--- src/rtl/irq_ctrl.sv ---
// irq_ctrl: trap/interrupt sequencer driving CSR trap strobes, PC redirect and flush
module irq_ctrl #(
  parameter int XLEN = 32,
  parameter bit VECTORED_EN = 1'b1
) (
  input  logic            clk,
  input  logic            reset_n,
  input  logic [31:0]     mip,
  input  logic [31:0]     mie,
  input  logic            mie_global,
  input  logic [XLEN-1:0] mtvec,
  input  logic [XLEN-1:0] mepc,
  input  logic            commit_valid,
  input  logic            ecall_exc,
  input  logic            illegal_exc,
  input  logic            mret_on,
  output logic            int_action,
  output logic            ret_action,
  output logic            hw_int,
  output logic [4:0]      int_code,
  output logic [1:0]      pc_sel,
  output logic [XLEN-1:0] trap_pc,
  output logic            flush
);
  typedef enum logic [1:0] {IDLE, TRAP, RET, HOLD} state_t;
  state_t state_q, state_d;
  logic hw_int_q, hw_int_d;
  logic [4:0] int_code_q, int_code_d;
  logic [XLEN-1:0] trap_pc_q, trap_pc_d, base;
  logic [31:0] irq_vec;
  logic irq_hit, exc_hit, vec_mode, unused_ok;
  always_comb begin
    irq_vec = mip & mie & {32{mie_global}};
    irq_hit = irq_vec[11] | irq_vec[3] | irq_vec[7];
    exc_hit = illegal_exc | ecall_exc;
    base = {mtvec[XLEN-1:2], 2'b00};
    vec_mode = VECTORED_EN && mtvec[1:0] == 2'b01;
    state_d = IDLE;
    hw_int_d = hw_int_q;
    int_code_d = int_code_q;
    trap_pc_d = trap_pc_q;
    if (state_q == IDLE && commit_valid) begin
      if (irq_hit) begin
        state_d = TRAP;
        hw_int_d = 1'b1;
        int_code_d = irq_vec[11] ? 5'd11 : irq_vec[3] ? 5'd3 : 5'd7;
      end else if (exc_hit) begin
        state_d = TRAP;
        hw_int_d = 1'b0;
        int_code_d = illegal_exc ? 5'd2 : 5'd11;
      end else if (mret_on) begin
        state_d = RET;
      end
      // target is frozen here so mtvec writes during TRAP cannot move it
      if (state_d == TRAP)
        trap_pc_d = (hw_int_d && vec_mode) ? base + XLEN'({int_code_d, 2'b00}) : base;
    end else begin
      state_d = (state_q == TRAP || state_q == RET) ? HOLD : IDLE;
    end
  end
  always_ff @(posedge clk or negedge reset_n) begin
    if (!reset_n) begin
      state_q <= IDLE;
      hw_int_q <= 1'b0;
      int_code_q <= 5'd0;
      trap_pc_q <= '0;
    end else begin
      state_q <= state_d;
      hw_int_q <= hw_int_d;
      int_code_q <= int_code_d;
      trap_pc_q <= trap_pc_d;
    end
  end
  assign int_action = state_q == TRAP;
  assign ret_action = state_q == RET;
  assign flush = int_action | ret_action;
  assign pc_sel = {ret_action, int_action};
  assign hw_int = hw_int_q;
  assign int_code = int_code_q;
  assign trap_pc = trap_pc_q;
  assign unused_ok = ^{mip, mie, mepc, mtvec[1:0]};
endmodule

--- config.mk ---
export PLATFORM = sky130hd
export DESIGN_NAME = irq_ctrl
export DESIGN_NICKNAME = d
export VERILOG_FILES = /design/src/rtl/irq_ctrl.sv
export SDC_FILE = /design/constraint.sdc
export NUM_CORES = 1
export LEC_CHECK = 0
export ABC_AREA = 1
export BUFFER_PORTS_ARGS = -buffer_cell sky130_fd_sc_hd__buf_2
export CAP_MARGIN = 0
export CORE_MARGIN = 2
export CORE_UTILIZATION = 32
export CTS_BUF_LIST = sky130_fd_sc_hd__clkbuf_4
export CTS_CLUSTER_DIAMETER = 60
export CTS_CLUSTER_SIZE = 8
export DETAILED_ROUTE_END_ITERATION = 8
export GPL_TIMING_DRIVEN = 0
export PLACE_DENSITY = 0.66
export SLEW_MARGIN = 20
export SYNTH_ARGS = -nofsm -noshare
export SYNTH_HDL_FRONTEND = slang
export SYNTH_SLANG_ARGS = --single-unit
--- constraint.sdc ---
create_clock -name clk -period 2 [get_ports clk]
set_clock_uncertainty 0.15 [all_clocks]
set_input_delay 0.1 -clock clk [delete_from_list [all_inputs] [get_ports clk]]
set_output_delay 0.1 -clock clk [all_outputs]
set_load 0.01 [all_outputs]
Yosys cells after proc, flatten, opt, wreduce, memory -nomap -nowiden
Index checks and enable logic that the tools add are counted.
{"block": "totals", "ff_bits": 40, "in_bits": 135, "out_inout_bits": 43, "wordCells": 36}
{"block": "classes", "add_sub_neg": 1, "n_eq_ne": 4, "n_mux": 16, "n_bitwise": 6, "n_reduce_logical": 5}
{"operator": "adder 32 x 7 -> 32 bit", "n": 1}
{"operator": "2-to-1 mux 32 bit", "n": 1}
{"operator": "AND 12 bit", "n": 2}
{"operator": "2-to-1 mux 5 bit", "n": 3}
{"operator": "2-to-1 mux 2 bit", "n": 6}
{"operator": "2-to-1 mux 4 bit", "n": 2}
{"operator": "equality test 2 x 1 -> 1 bit, second input constant", "n": 3}
{"operator": "bitwise OR 1 bit", "n": 4}
{"operator": "2-to-1 mux 1 bit", "n": 3}
{"operator": "2-to-1 mux 3 bit", "n": 1}
{"operator": "equality test 2 bit, second input constant", "n": 1}
{"operator": "logical AND 1 bit", "n": 2}
{"operator": "logical NOT 2 bit", "n": 1}
{"operator": "AND reduction 2 bit", "n": 1}
{"operator": "logical OR 1 bit", "n": 1}

Logic depth before layout (Yosys ltp)
{"block": "depth", "ltp_word": 8, "ltp_mapped": 18, "mapped_depth_nobuf": 18}

Worst setup path before layout
Ideal clock, no wire load.
{"block": "synth_path", "path_kind": "flip-flop to flip-flop", "from": "register int_code_q[0] (netlist: int_code[0])", "to": "register trap_pc_q[14] (netlist: trap_pc[14])", "setup_time_ns": 0.117, "t_arrival_ns": 1.985, "required_ns": 1.733, "setup_slack_ns": -0.252, "stages_incl_launch_ff": 15, "path_buffers": 0, "period_less_slack_ns": 2.252, "path_cell_list": "dfrtp_1 > o21ai_0 > nand2_1 > ha_1 > inv_1 > fa_1 > nand3b_1 > nand2_2 > nand2_1 > nand2_2 > inv_2 > nor2_2 > nand3_1 > nand3_1 > nand2_1"}
{"block": "synth_between", "elab_chain_cells": 5}
{"element": "start, declared", "line_no": "28", "source": "logic [4:0] int_code_q, int_code_d;"}
{"element": "start signal, assigned", "line_no": "70", "source": "int_code_q <= int_code_d;"}
{"element": "2-to-1 mux 5 bit", "line_no": "47", "source": "end else if (exc_hit) begin"}
{"element": "2-to-1 mux 5 bit", "line_no": "43", "source": "if (irq_hit) begin"}
{"element": "2-to-1 mux 5 bit", "line_no": "42", "source": "if (state_q == IDLE && commit_valid) begin"}
{"element": "adder 32 x 7 -> 32 bit", "line_no": "56", "source": "trap_pc_d = (hw_int_d && vec_mode) ? base + XLEN'({int_code_d, 2'b00}) : base;"}
{"element": "2-to-1 mux 32 bit", "line_no": "56"}
{"element": "end signal, assigned", "line_no": "71", "source": "trap_pc_q <= trap_pc_d;"}
{"element": "end, declared", "line_no": "29", "source": "logic [XLEN-1:0] trap_pc_q, trap_pc_d, base;"}
No other way between the ends. The select of a mux whose other input is x is not followed.
A chain may end at the register's enable or synchronous reset.

Final worst setup path
{"block": "layout_path", "from": "register int_code_q[0] (netlist: int_code[0])", "to": "register trap_pc_q[24] (netlist: trap_pc[24])"}
The elaborated chain is that of the path after synthesis.

==> impl_metrics.env <==
export IMPL_status="complete, but fails checks"
export IMPL_violations="negative setup slack"
export IMPL_p_comb_frac=0.463
export IMPL_routed_wl_um=9100
export IMPL_fin_ws_ns=-0.228
export IMPL_p_switching_mw=1.43
export IMPL_die_y_um=97.3
export IMPL_synthArstFlopShare=1.00
export IMPL_antenna_found_initial=1
export IMPL_p_int_mw=2.21
export IMPL_peakVddDrop_mv=0.330
export IMPL_coreArea_mm2=0.00859
export IMPL_cp_slowest_cell="dfrtp_1"
export IMPL_grt_setup_unrepaired="yes"
export IMPL_crit_cells=17
export IMPL_whs_ns=0.0535
export IMPL_top_layer="met4"
export IMPL_grt_usage=0.194
export IMPL_dr_wl_met2_um=4110
export IMPL_crit_fanout=3
export IMPL_min_period_ns=2.23
export IMPL_synth_cells=413
export IMPL_finalSetupViolCount=26
export IMPL_cp_slowest_stage_delay_ns=0.39
export IMPL_power_switching_share=0.392
export IMPL_drt_pass1_iter_count=4
export IMPL_finalPower_mw=3.64
export IMPL_timing_rr_start="int_code[0]"
export IMPL_synth_avg_cell_area_um2=6.74
export IMPL_min_path_cells=5
export IMPL_required_ns=2.10
export IMPL_ys_types=32
export IMPL_seqCellArea_um2=951
export IMPL_ant_nets=0
export IMPL_io_pins=178
export IMPL_path_common_cell="nand2_1"
export IMPL_rrSetupSlack_ns=-0.23
export IMPL_worst_pin_slew_ns=0.879
export IMPL_ys_seq_area_frac=0.342
export IMPL_clk_latency_ns=0.36
export IMPL_p_seq_frac=0.352
export IMPL_p_per_area_mw_per_mm2=900
export IMPL_mostFrequentLayoutCells="nand2_1 (143), buf_2 (91), inv_1 (40), dfrtp_1 (38), nand3_1 (37)"
export IMPL_grt_pass1_vias=3034
export IMPL_grt_max_degree=39
export IMPL_multi_input_area_mm2=0.00173
export IMPL_cts_sinks=38
export IMPL_place_gp_congestion=0.894
export IMPL_htree_levels=2
export IMPL_dr_total_vias=3149
export IMPL_r2r_cells=17
export IMPL_cp_buffers_inverters=2
export IMPL_via_per_inst=4.75
export IMPL_min_period_over_period=1.11
export IMPL_worstHoldPathType="in2reg"
export IMPL_crit_path_start="int_code[0]"
export IMPL_clk_pin_slew_ns=0.13
export IMPL_post_dp_hpwl_um=6740
export IMPL_netlist_area_mm2=0.00278
export IMPL_cp_top_family="simple AND/OR/NAND/NOR gates"
export IMPL_p_leak_nw=2.11
export IMPL_drc=0
export IMPL_yosysWarningCount=0
export IMPL_dp_slack_ns=-0.472
export IMPL_start_kind="flip-flop"
export IMPL_drive_gt1_frac=0.296
export IMPL_drtIter0Drc=98
export IMPL_cts_buffer_depth=2
export IMPL_cts_buffers=5
export IMPL_grt_pass1_wl_um=14900
export IMPL_r2r_end="trap_pc[24]"
export IMPL_fp_dieArea_mm2=0.00946
export IMPL_io_buffers=85
export IMPL_cp_arrival_ns=2.33
export IMPL_final_core_utilization=0.471
export IMPL_grt_overflow=0
export IMPL_cap_violations=0
export IMPL_end_kind="flip-flop"
export IMPL_wl_met3_um=502
export IMPL_post_drt_wl_per_cell_um=13.7
export IMPL_synth_edf_count=0
export IMPL_relSlewSlack=0.414
export IMPL_syn_to_final_growth_pct=45.5
export IMPL_power_clock_fraction=0.185
export IMPL_instances_no_fill=663
export IMPL_nets=697
export IMPL_cts_tree="built"
export IMPL_start_util=0.324
export IMPL_cts_root_buf="clkbuf_4"
export IMPL_worstSetupPathType="reg2reg"
export IMPL_n_fill_cell=879
export IMPL_ys_ff_latch=38
export IMPL_layout_commonest_cell="nand2_1"
export IMPL_ys_flop_type="dfrtp_1"
export IMPL_dp_cells=607
export IMPL_crit_chain="o21ai_2 -> nand2_1 -> ha_2 -> inv_2 -> fa_2 -> nand3b_1 -> nand2_2 -> buf_4 -> nand2_2 -> nand2_4 -> nand2_1 -> nand2_1 -> nand2_1 -> nand2_1 -> nand2_1 -> nand2_1 -> nand2_1"
export IMPL_fmax_ghz=0.449
export IMPL_finalHoldViolations=0
export IMPL_drv_slew=0
export IMPL_die_w_um=97.3
export IMPL_wirelength_met1_um=4320
export IMPL_cp_endpoint="trap_pc[24]"
export IMPL_num_rows=34
-- through the flow --
stage	cell area, µm²	setup TNS (ns)
finish	4050	-3.65
floorplan	2800	-0.713
CTS	3980	-4.14
global route	4050	-7.73
global placement	3360	-8.91
detailed placement	3360	-9.72
-- worst min path at each step --
| stage | slack (ns) | to | startpoint |
|---|---|---|---|
| floorplan | -0.35 | hw_int | reset_n |
| global placement | 0.11 | trap_pc[31] | reset_n |
| detailed placement | 0.14 | trap_pc[31] | reset_n |
| CTS | 0.02 | int_code[2] | commit_valid |
| global route | 0.06 | int_code[3] | mip[11] |
| finish | 0.05 | int_code[3] | mip[11] |
-- power by group through the flow --
stage               Sequential (mW)  Clock [mW]  Combinational (mW)
finish                         1.28       0.672                1.69
global route                   1.33       0.718                1.90
CTS                            1.28       0.700                1.68
detailed placement             1.30           0                1.54
global placement               1.29           0                1.52
floorplan                      1.44           0               0.757
-- worst register-to-register path, delay by kind of cell (launching register included) --
kind | cells | cell delay (ns)
and+or+nand+nor | 12 | 0.83
adders and majority gates | 2 | 0.53
DFF | 1 | 0.39
buffers and inverters | 2 | 0.16
AOI/OAI and AO/OA | 1 | 0.06
-- timing repair --
item / in CTS / in global routing
endpoints found under the setup margin: 26 / 29
pin swaps: 26 / 15
setup buffers: 9 / 2
hold buffers: 35 / 1
endpoints found under the hold margin: 71 / 3
gates resized for setup: 21 / 9
-- Yosys cell counts, types with 3 or more instances --
library cell	number	area share
a21oi_1	5	0.0090
buf_2	6	0.011
buf_4	4	0.011
dfrtp_1	38	0.34
ha_1	8	0.036
inv_1	41	0.055
inv_2	4	0.0054
nand2_1	152	0.21
nand2_2	4	0.0090
nand3_1	41	0.074
nand4_1	13	0.029
nor2_1	39	0.053
nor2_2	4	0.0090
nor2_4	7	0.028
o21ai_0	9	0.016
o21ai_1	6	0.011
o21bai_1	5	0.013
xnor2_1	3	0.0094
xor2_1	6	0.019
-- area by class of cell --
cell class,instances,share of cell area
timing repair buffer,132,0.218
multi-input combinational,319,0.426
inverter,45,0.0417
antenna,1,0.000618
clock buffer,5,0.00927
buffer,12,0.0204
sequential,38,0.235
clock inverter,3,0.0158
tap,108,0.0334
-- metal layers --
metal,GRT usage,vias up
met4,0.0556,0
met5,0,-
met2,0.309,109
li1,-,1578
met3,0.0281,13
met1,0.276,1449
-- kinds of logic (layout without fill, tap and decap cells) --
group | count (synthesis) | in the layout | synth area share
and+or+nand+nor | 270 | 270 | 0.435
buffers and inverters | 57 | 197 | 0.0904
DFF | 38 | 38 | 0.342
AOI/OAI and AO/OA | 29 | 29 | 0.0603
adders and majority gates | 9 | 9 | 0.0432
xor gates and xnor gates | 9 | 9 | 0.0283
other | 1 | 3 | 0.00135
-- registers in the layout (all words and copies together), names as in the netlist --
register / flops
trap_pc: 30
hw_int: 1
int_code: 5
state_q: 2
Note: power is estimated with default switching activity, not from simulation.
